File: config.mk
export PLATFORM = sky130hd
export DESIGN_NAME = run_detector
export DESIGN_NICKNAME = d
export VERILOG_FILES = /design/src/rtl/run_detector.sv
export SDC_FILE = /design/constraint.sdc
export NUM_CORES = 1
export LEC_CHECK = 0
export ABC_AREA = 1
export BUFFER_PORTS_ARGS = -buffer_cell sky130_fd_sc_hd__buf_2
export CORE_MARGIN = 2
export CORE_UTILIZATION = 40
export CTS_CLUSTER_SIZE = 30
export DETAILED_ROUTE_END_ITERATION = 10
export SLEW_MARGIN = 25
export SYNTH_ARGS = -nofsm -noshare
export SYNTH_HDL_FRONTEND = slang
export SYNTH_SLANG_ARGS = --single-unit
File: constraint.sdc
create_clock -name clock -period 1.55 [get_ports clock]
set_input_delay 0.0775 -clock clock [delete_from_list [all_inputs] [get_ports clock]]
set_output_delay 0.0775 -clock clock [all_outputs]
set_load 0.03 [all_outputs]
File: src/rtl/run_detector.sv
// rtl/run_detector.sv - parametrised run-length detector FSM with event counter
//
// Flags a run of RUN_LEN consecutive matching samples on the serial input w.
//
// Ports:
//   clock         - system clock, all logic on posedge
//   reset         - synchronous active-high reset, highest priority
//   enable        - sample qualifier; w is only looked at when high
//   w             - serial data input
//   mode          - 00 run of 1s, 01 run of 0s, 10 run of either value, 11 as 00
//   retrigger     - 1: detect every cycle the run continues past RUN_LEN; 0: once per run
//   detect        - registered hit flag
//   event_count   - registered saturating count of detect assertions
//   run_length    - registered current run length, saturates at RUN_LEN
//   current_state - registered FSM state (IDLE=00, RUN=01, HIT=10, WAIT=11)
//   next_state    - combinational next state

module run_detector #(
    parameter int RUN_LEN = 4,
    parameter int CNT_W   = 8,
    localparam int RL_W   = $clog2(RUN_LEN + 1)
) (
    input  logic             clock,
    input  logic             reset,
    input  logic             enable,
    input  logic             w,
    input  logic [1:0]       mode,
    input  logic             retrigger,
    output logic             detect,
    output logic [CNT_W-1:0] event_count,
    output logic [RL_W-1:0]  run_length,
    output logic [1:0]       current_state,
    output logic [1:0]       next_state
);

    typedef enum logic [1:0] {
        IDLE = 2'b00,
        RUN  = 2'b01,
        HIT  = 2'b10,
        WAIT = 2'b11
    } state_t;

    state_t           state_q, state_d;
    logic             detect_q, detect_d;
    logic [CNT_W-1:0] cnt_q, cnt_d;
    logic [RL_W-1:0]  run_q, run_d;
    logic             last_bit_q, last_bit_d;
    logic [1:0]       mode_q, mode_d;

    logic [1:0]       eff_mode;
    logic             either;
    logic             pol_match;
    logic             match;
    logic [RL_W-1:0]  run_inc;

    always_comb begin
        eff_mode  = (mode == 2'b11) ? 2'b00 : mode;
        either    = (eff_mode == 2'b10);
        pol_match = (eff_mode == 2'b01) ? ~w : w;
        // In either-value mode a run continues while the bit repeats.
        match     = either ? (w == last_bit_q) : pol_match;
        run_inc   = run_q + RL_W'(1);
    end

    always_comb begin
        state_d    = state_q;
        detect_d   = 1'b0;
        cnt_d      = cnt_q;
        run_d      = run_q;
        last_bit_d = last_bit_q;
        mode_d     = mode_q;

        if (reset) begin
            state_d    = IDLE;
            cnt_d      = '0;
            run_d      = '0;
            last_bit_d = 1'b0;
            mode_d     = 2'b00;
        end else if (enable) begin
            last_bit_d = w;
            mode_d     = mode;
            if ((state_q != IDLE) && (mode != mode_q)) begin
                // A mode change mid-run makes the partial run meaningless.
                state_d = IDLE;
                run_d   = '0;
            end else begin
                case (state_q)
                    IDLE: begin
                        if (either || pol_match) begin
                            state_d = RUN;
                            run_d   = RL_W'(1);
                        end
                    end
                    RUN: begin
                        if (match) begin
                            run_d = run_inc;
                            if (run_inc == RL_W'(RUN_LEN)) begin
                                state_d  = HIT;
                                detect_d = 1'b1;
                            end
                        end
                    end
                    HIT: begin
                        if (match) begin
                            if (retrigger) begin
                                detect_d = 1'b1;
                            end else begin
                                state_d = WAIT;
                            end
                        end
                    end
                    WAIT: begin
                    end
                endcase

                // Break rule: only either-value mode treats the breaking bit as a new start.
                if ((state_q != IDLE) && !match) begin
                    if (either) begin
                        state_d = RUN;
                        run_d   = RL_W'(1);
                    end else begin
                        state_d = IDLE;
                        run_d   = '0;
                    end
                end
            end

            if (detect_d && (cnt_q != {CNT_W{1'b1}})) begin
                cnt_d = cnt_q + CNT_W'(1);
            end
        end
    end

    always_ff @(posedge clock) begin
        state_q    <= state_d;
        detect_q   <= detect_d;
        cnt_q      <= cnt_d;
        run_q      <= run_d;
        last_bit_q <= last_bit_d;
        mode_q     <= mode_d;
    end

    assign detect        = detect_q;
    assign event_count   = cnt_q;
    assign run_length    = run_q;
    assign current_state = state_q;
    assign next_state    = state_d;

endmodule

==> results.toml, run 1 <==
[placed_design]
pre_cts_slack_ns = -0.147
dpl_cell_area_mm2 = 0.00151
place_congestion = 0.870
dp_cells = 239
hpwl_um = 2240
io_buffers = 22

[pwr]
ir_drop_uv = 474
pwr_density_cell_mw_per_mm2 = 703
p_total_w = 0.00124
cellLeakagePower_nw = 0.777

[layout]
final_area_mm2 = 0.00176
drive_gt1_share_pct = 53.2
diodes = 0
fin_cells = 253
layout.nets = 238
final_common_cell = "buf_4"
utilization_pct = 64.4
syn_to_final_growth_pct = 53.3
final_cell_mix = "buf_4 (29), nand2_1 (26), buf_2 (20)"

[drt]
wl_um = 3280
drtIter0Drc = 26
wl_met3_um = 90
route.met2.wl_um = 1720
detail-route-antenna-nets = 0
highest_layer = "met4"
drc = 0
vias = 1270
vias_per_cell = 5.02
wl_met1_um = 1410
wl_per_cell_um = 13.0
dr.pass1.iters = 4

[die]
die_x_um = 57.6
io-pin-count = 23
dieArea_mm2 = 0.00332
num_rows = 19
die_y_um = 57.6
initial_core_util_pct = 42.0
core_mm2 = 0.00273

[setup_path]
path_class = "reg -> out"
rrSetupSlack_ns = -0.12
crit_required_ns = 1.47
crit_fanout = 5
end_kind = "output port"
worstPathArrival_ns = 1.78
worstSetupStartpointType = "flip-flop"

[sta]
finalCriticalPeriod_ns = 1.85
finalSetupViolations = 13
worst-slew-pin-transition_ns = 0.338
period_share_pct = 120
slew_viol_final = 0
slew_headroom_pct = 77.2
fmax_ghz = 0.539
hold_violations = 0
setup_ws_ns = -0.304
skew_ns = 0.00354
rsz0062_at_grt = "yes"

[clocking]
clock_tree.root_cell = "clkbuf_4"
cts_tree = "built"
clock_latency_ns = 0.29
clk_pin_slew_ns = 0.10
cts_buffer_depth = 2
cts_buffers = 3
ctsHoldBuffers = 0
cts_sinks = 17
cts-htree-levels = 1

[synthesis]
ys_warn_count = 0
synth.ff_latch_count = 17
synth_cells = 166
synth_fp_nets = 181
syn_area_mm2 = 0.00115
avgSynthCellArea_um2 = 6.92
synth_cell_type_count = 25
seq_area_frac_synth_pct = 29.6

[status]
outcome = "finished with violations"
violations = "negative setup slack"

[grt]
grt_max_degree = 12
grt_use_total_pct = 20.4
antenna_found_initial = 0
overflow = 0
grt_pass1_wl_um = 5260
grt_pass1_vias = 1256

[min_path]
worstHoldPathType = "in -> reg"

[flow_run]
cap_viol_max_count = 0
-- cell type report --
cell class / instances / area (um^2)
fillers: 257 / 973
multi-input cells: 126 / 866
inverters: 21 / 93.8
well taps: 31 / 38.8
repair buffers: 54 / 374
clock buffers: 4 / 26.3
flip-flops and latches: 17 / 362
-- routing by layer --
| metal | track usage, % | vias to the layer above |
|---|---|---|
| met5 | 0 | - |
| met4 | 8.97 | 0 |
| met3 | 2.04 | 6 |
| met2 | 36.0 | 22 |
| met1 | 24.7 | 589 |
| li1 | - | 653 |
-- synthesized netlist by cell type --
cell type | count | area share [%]
nand2_1 | 33 | 11
inv_1 | 19 | 6.2
dfxtp_1 | 17 | 30
nand3_1 | 16 | 7.0
nor2_1 | 15 | 4.9
o21ai_0 | 12 | 5.2
a21oi_1 | 10 | 4.4
ha_1 | 8 | 8.7
nand2_2 | 6 | 3.3
a21oi_2 | 5 | 3.8
o21ai_1 | 3 | 1.3
xnor2_1 | 3 | 2.3
xor2_1 | 3 | 2.3
clkbuf_1 | 2 | 0.65
inv_2 | 2 | 0.65
nor2_2 | 2 | 1.1
nor3_1 | 2 | 0.87
a21boi_0 | 1 | 0.65
buf_6 | 1 | 0.98
nand2_4 | 1 | 0.98
nand3_4 | 1 | 1.5
nand3b_1 | 1 | 0.65
nor3_2 | 1 | 0.87
nor4_1 | 1 | 0.55
o21ai_2 | 1 | 0.76
-- timing repair --
item / in CTS / in global routing
endpoints found under the setup margin: 13 / 13
gates cloned: 1 / 0
pin swaps: 14 / 18
resized for setup: 23 / 26
setup buffers: 3 / 6
-- logic make-up (layout without fill, tap and decap cells) --
kind of cell / count (synthesis) / after routing / share of synthesized area [%]
simple gates: 79 / 80 / 32.5
compound gates: 32 / 32 / 16.1
buf+inv: 24 / 79 / 8.50
flops: 17 / 17 / 29.6
fa+ha+maj: 8 / 8 / 8.71
xor+xnor: 6 / 6 / 4.58
-- metrics by stage --
step,TNS (ns),hold WS [ns]
floorplan,-0.00806,0.217
global placement,-0.558,0.365
detailed placement,-0.862,0.372
CTS,-1.13,0.0531
global route,-2.92,0.0553
finish,-1.23,0.0629
-- report_power, final --
group          internal [W]  total, W  switching [W]  leakage (nW)
Sequential         0.000460  0.000486      0.0000256         0.144
Clock              0.000100  0.000242       0.000142        0.0150
Combinational      0.000229  0.000509       0.000281         0.618
Total              0.000789   0.00124       0.000448         0.777
-- flip-flops by register name, summed over array words and instances (netlist names) --
name           cells
current_state      2
detect             1
mode_q             2
last_bit_q         1
event_count        8
run_length         3
-- worst max-delay path, stage by stage, from the launching register on --
cell	delay, ns
dfxtp_4	0.40
inv_6	0.05
ha_4	0.17
o21ai_1	0.13
nand2_1	0.08
a21oi_1	0.14
nand3_1	0.10
nand2_1	0.06
nand2_1	0.06
nand2_2	0.09
a21oi_4	0.06
buf_6	0.15
-- path summary, 6_finish.rpt --
kind / startpoint / endpoint / cells after the start
max: current_state[1] / next_state[0] / 11
min: reset / event_count[5] / 2
max reg2reg: run_length[1] / event_count[4] / 10
min reg2reg: event_count[5] / event_count[5] / 2
No activity file was read; power rests on OpenSTA's default activity.
==> run 2: changes to the inputs <==
- CORE_MARGIN: 2 -> 3
==> results.toml, run 2 (synthesis gave the netlist of run 1 again) <==
[sta]
fmax_ghz = 0.547
finalSetupViolations = 14
period_share_pct = 118
hold_slack_ns = 0.0485
setup_ws_ns = -0.280
slew_viol_final = 0
rsz0062_at_grt = "yes"
finalCriticalPeriod_ns = 1.83
worst-slew-pin-transition_ns = 0.390
slew_headroom_pct = 73.7
finalSetupTns_ns = -1.96
hold_violations = 0
skew_ns = 0.00619

[drt]
wl_um = 3200
drtIter0Drc = 49
drc = 0
detail-route-antenna-nets = 0
vias_per_cell = 4.98
wl_per_cell_um = 12.7
dr.pass1.iters = 4
vias = 1255

[pwr]
pwr-share-seq_pct = 39.0
comb_power_share_pct = 39.3
pwr_density_cell_mw_per_mm2 = 696
ir_drop_uv = 511
switchingPower_w = 0.000472
p_int_w = 0.000773
p_sw_share_pct = 37.9
p_total_w = 0.00124
cellLeakagePower_nw = 0.806
clkPwrFrac_pct = 21.7

[setup_path]
end_kind = "output port"
worst_path_max_delay_cell = "dfxtp_4"
max_stage_delay_ns = 0.41
crit_required_ns = 1.47
reg2reg_depth = 11
critPathTopFamily = "flip-flops"
regToRegEndpoint = "event_count[7]"
worstSetupStartpointType = "flip-flop"
crit_chain = "inv_4, ha_4, o21ai_1, nand2_1, a21oi_2, nand3_1, nand2_1, nand2_1, nand2_2, a21oi_4, buf_6"
crit_fanout = 5
rrSetupSlack_ns = -0.19
crit_buf_inv = 2
path_class = "reg -> out"
worstPathArrival_ns = 1.75
reg2reg_from = "current_state[0]"
crit_path_frequent_cell = "nand2_1"

[grt]
grt_pass1_vias = 1165
grt_use_total_pct = 19.2
grt_max_degree = 12
grt_pass1_wl_um = 5120
overflow = 0
antenna_found_initial = 0

[layout]
multi_input_area_um2 = 886
largest_reg_flops = 8
drive_gt1_share_pct = 54.5
diodes = 0
syn_to_final_growth_pct = 55.6
layout.nets = 238
fillers = 226
seqCellArea_um2 = 360
final_cell_mix = "buf_4 (28), nand2_1 (23), buf_2 (20)"
final_common_cell = "buf_4"

[clocking]
cts-htree-levels = 1
cts_tree = "built"
clock_latency_ns = 0.31
clk_pin_slew_ns = 0.12
clock_tree.root_cell = "clkbuf_4"
cts_sinks = 17
ctsHoldBuffers = 0
cts_buffers = 3
cts_buffer_depth = 2

[placed_design]
pre_cts_slack_ns = -0.175
io_buffers = 22
place_congestion = 0.892
hpwl_um = 2260

[min_path]
min-delay-start = "reset"
worstHoldPathType = "in -> reg"
worst_hold_path.endpoint = "run_length[0]"
whs_path_depth = 2

[die]
core_mm2 = 0.00261
num_rows = 18
dieArea_mm2 = 0.00355
die_x_um = 59.6
die_y_um = 59.6
io-pin-count = 23
initial_core_util_pct = 44.0

[flow_run]
cap_viol_max_count = 0

[status]
outcome = "finished with violations"
violations = "negative setup slack"
[run 2: cell count changes in the layout (fill, tap and decap cells not counted), sizes merged]
| cell | change |
|---|---|
| buf | +1 |
| clkbuf | -1 |
| clkinv | +1 |
| nand2 | -1 |
[run 2: what timing repair did]
item / 4_1_cts / 5_1_grt
resized for setup: 32 / 20
pin swaps: 18 / 11
buffers inserted: 8 / 3
endpoints found under the setup margin: 13 / 16
[run 2: layout make-up]
class | instances | share of cell area (%)
tap | 30 | 2.10
sequential | 17 | 20.2
inverter | 21 | 4.83
multi-input combinational | 125 | 49.6
clock buffer | 3 | 1.26
clock inverter | 1 | 0.280
timing repair buffer | 55 | 21.8
[run 2: how the worst max path moves through the flow]
stage                      from        endpoint  depth (start not counted)
2_1_floorplan  current_state[1]  event_count[3]                         10
3_3_place_gp      run_length[0]  event_count[2]                         11
3_5_place_dp      run_length[0]  event_count[2]                         11
4_1_cts           run_length[1]   next_state[1]                         10
5_1_grt        current_state[1]   next_state[0]                         11
6_report       current_state[1]   next_state[0]                         11
[run 2: power groups by stage]
stage	combinational [W]	clock, W	sequential, W
after detailed placement	0.000374	0	0.000492
after global routing	0.000534	0.000289	0.000488
after floorplan	0.000195	0	0.000527
after CTS	0.000435	0.000273	0.000484
after global placement	0.000371	0	0.000491
final	0.000489	0.000270	0.000485
[run 2: per-stage QoR]
| stage | cell area [um^2] | util [%] | std cells |
|---|---|---|---|
| after CTS | 1690 | 64.5 | 249 |
| after detailed placement | 1510 | 57.6 | 237 |
| after global routing | 1790 | 68.4 | 252 |
| final | 1790 | 68.4 | 252 |
| after floorplan | 1210 | - | 166 |
| after global placement | 1510 | 57.6 | 237 |
[run 2: per-layer routing]
layer | vias to the layer above | routed length (um) | track usage [%]
met4 | 0 | 61 | 5.70
met3 | 8 | 105 | 2.61
met5 | - | 0 | 0
li1 | 653 | - | -
met2 | 29 | 1540 | 32.1
met1 | 565 | 1490 | 25.4
==> run 3: changes to the inputs <==
- CAP_MARGIN: unset -> 20
- CELL_PAD_IN_SITES_DETAIL_PLACEMENT: unset -> 0
- CELL_PAD_IN_SITES_GLOBAL_PLACEMENT: unset -> 1
- CORE_UTILIZATION: 40 -> 34
- PLACE_DENSITY_LB_ADDON: unset -> 0.1
- SETUP_SLACK_MARGIN: unset -> 0.05
==> results.toml, run 3 (synthesis gave the netlist of run 1 again) <==
[status]
outcome = "finished with violations"
violations = "negative setup slack"

[grt]
grt_pass1_vias = 1332
grt_max_degree = 12
grt_use_total_pct = 17.7
overflow = 0
antenna_found_initial = 0
grt_pass1_wl_um = 5890

[clocking]
cts-htree-levels = 1
clock_latency_ns = 0.29
clock_tree.root_cell = "clkbuf_4"
cts_sinks = 17
ctsHoldBuffers = 0
cts_buffers = 3
cts_tree = "built"
cts_buffer_depth = 2
clk_pin_slew_ns = 0.11

[setup_path]
path_class = "reg -> out"
critPathLaunch = "current_state[1]"
end_kind = "output port"
crit_fanout = 4
reg2reg_from = "run_length[1]"
reg2reg_depth = 12
rrSetupSlack_ns = -0.20
worstSetupStartpointType = "flip-flop"
worstPathArrival_ns = 1.73
crit_required_ns = 1.47
regToRegEndpoint = "event_count[2]"

[layout]
drive_gt1_share_pct = 65.7
utilization_pct = 65.8
fillers = 262
fin_cells = 277
diodes = 0
layout.nets = 249
syn_to_final_growth_pct = 79.3
final_common_cell = "buf_4"
largest_reg_flops = 8
final_cell_mix = "buf_4 (37), buf_2 (20), nand2_1 (19)"

[sta]
finalSetupViolations = 12
hold_violations = 0
slew_viol_final = 0
hold_slack_ns = 0.0735
rsz0062_at_grt = "yes"
setup_ws_ns = -0.256
fmax_ghz = 0.554
worst-slew-pin-transition_ns = 0.386
skew_ns = 0.00949
period_share_pct = 117
slew_headroom_pct = 74.0
finalCriticalPeriod_ns = 1.81
finalSetupTns_ns = -2.08

[min_path]
min-delay-start = "reset"
whs_path_depth = 2
worstHoldPathType = "in -> reg"
worst_hold_path.endpoint = "run_length[0]"

[drt]
drtIter0Drc = 65
wl_per_cell_um = 12.5
wl_um = 3460
drc = 0
detail-route-antenna-nets = 0
vias = 1318
vias_per_cell = 4.76
dr.pass1.iters = 4

[die]
initial_core_util_pct = 36.7
num_rows = 20
die_x_um = 64.1
io-pin-count = 23
die_y_um = 64.1
core_mm2 = 0.00313
dieArea_mm2 = 0.00411

[pwr]
p_total_w = 0.00131
ir_drop_uv = 477
pwr_density_cell_mw_per_mm2 = 638
cellLeakagePower_nw = 0.904

[placed_design]
place_congestion = 0.793
hpwl_um = 2420
dp_cells = 259
io_buffers = 22

[flow_run]
cap_viol_max_count = 0
run 3: cell type report:
type | count | area (um^2) | share of cell area (%)
Clock buffer | 3 | 22.5 | 1.09
Clock inverter | 1 | 5.00 | 0.243
Inverter | 21 | 98.8 | 4.80
Multi-Input combinational cell | 125 | 1020 | 49.5
Sequential cell | 17 | 368 | 17.9
Tap cell | 44 | 55.1 | 2.67
Timing Repair Buffer | 66 | 492 | 23.9
run 3: metrics by stage:
step | setup WS (ns) | instance area, um^2
floorplan | 0.0289 | 1240
global placement | -0.101 | 1610
detailed placement | -0.140 | 1610
CTS | -0.300 | 1880
global route | -0.353 | 2060
finish | -0.256 | 2060
run 3: worst max path at each step:
stage | slack [ns] | cells after the start | to
2_1_floorplan | 0.03 | 12 | event_count[3]
6_report | -0.26 | 11 | next_state[0]
3_5_place_dp | -0.14 | 10 | event_count[2]
3_3_place_gp | -0.10 | 9 | next_state[1]
4_1_cts | -0.30 | 13 | next_state[0]
5_1_grt | -0.35 | 13 | next_state[0]
run 3: critical path: stages, from the launching register on:
cell and delay (ns):
dfxtp_4 0.40, inv_6 0.05, ha_4 0.18, o21ai_2 0.11, nand2_1 0.08, a21oi_2 0.11, nand3_1 0.08, nand2_1 0.06
nand2_1 0.07, nand2_2 0.10, a21oi_4 0.06, buf_6 0.15
run 3: layer usage:
| metal | track usage (%) | routed length, um | up-vias |
|---|---|---|---|
| met5 | 0 | 0 | - |
| met2 | 32.1 | 1810 | 16 |
| li1 | - | - | 676 |
| met3 | 2.81 | 85 | 2 |
| met1 | 21.8 | 1540 | 624 |
| met4 | 3.96 | 21 | 0 |
run 3: power by group:
part / switching, W / leakage, nW / total [W] / internal (W)
sequential: 0.0000259 / 0.145 / 0.000484 / 0.000458
combinational: 0.000313 / 0.742 / 0.000585 / 0.000272
clock: 0.000149 / 0.0177 / 0.000245 / 0.0000959
total: 0.000488 / 0.904 / 0.00131 / 0.000826
run 3: repair_timing:
action                                  CTS  global route
pin swaps                                19            21
endpoints found under the setup margin   14            15
buffers inserted                          9             5
gates resized for setup                  47            37
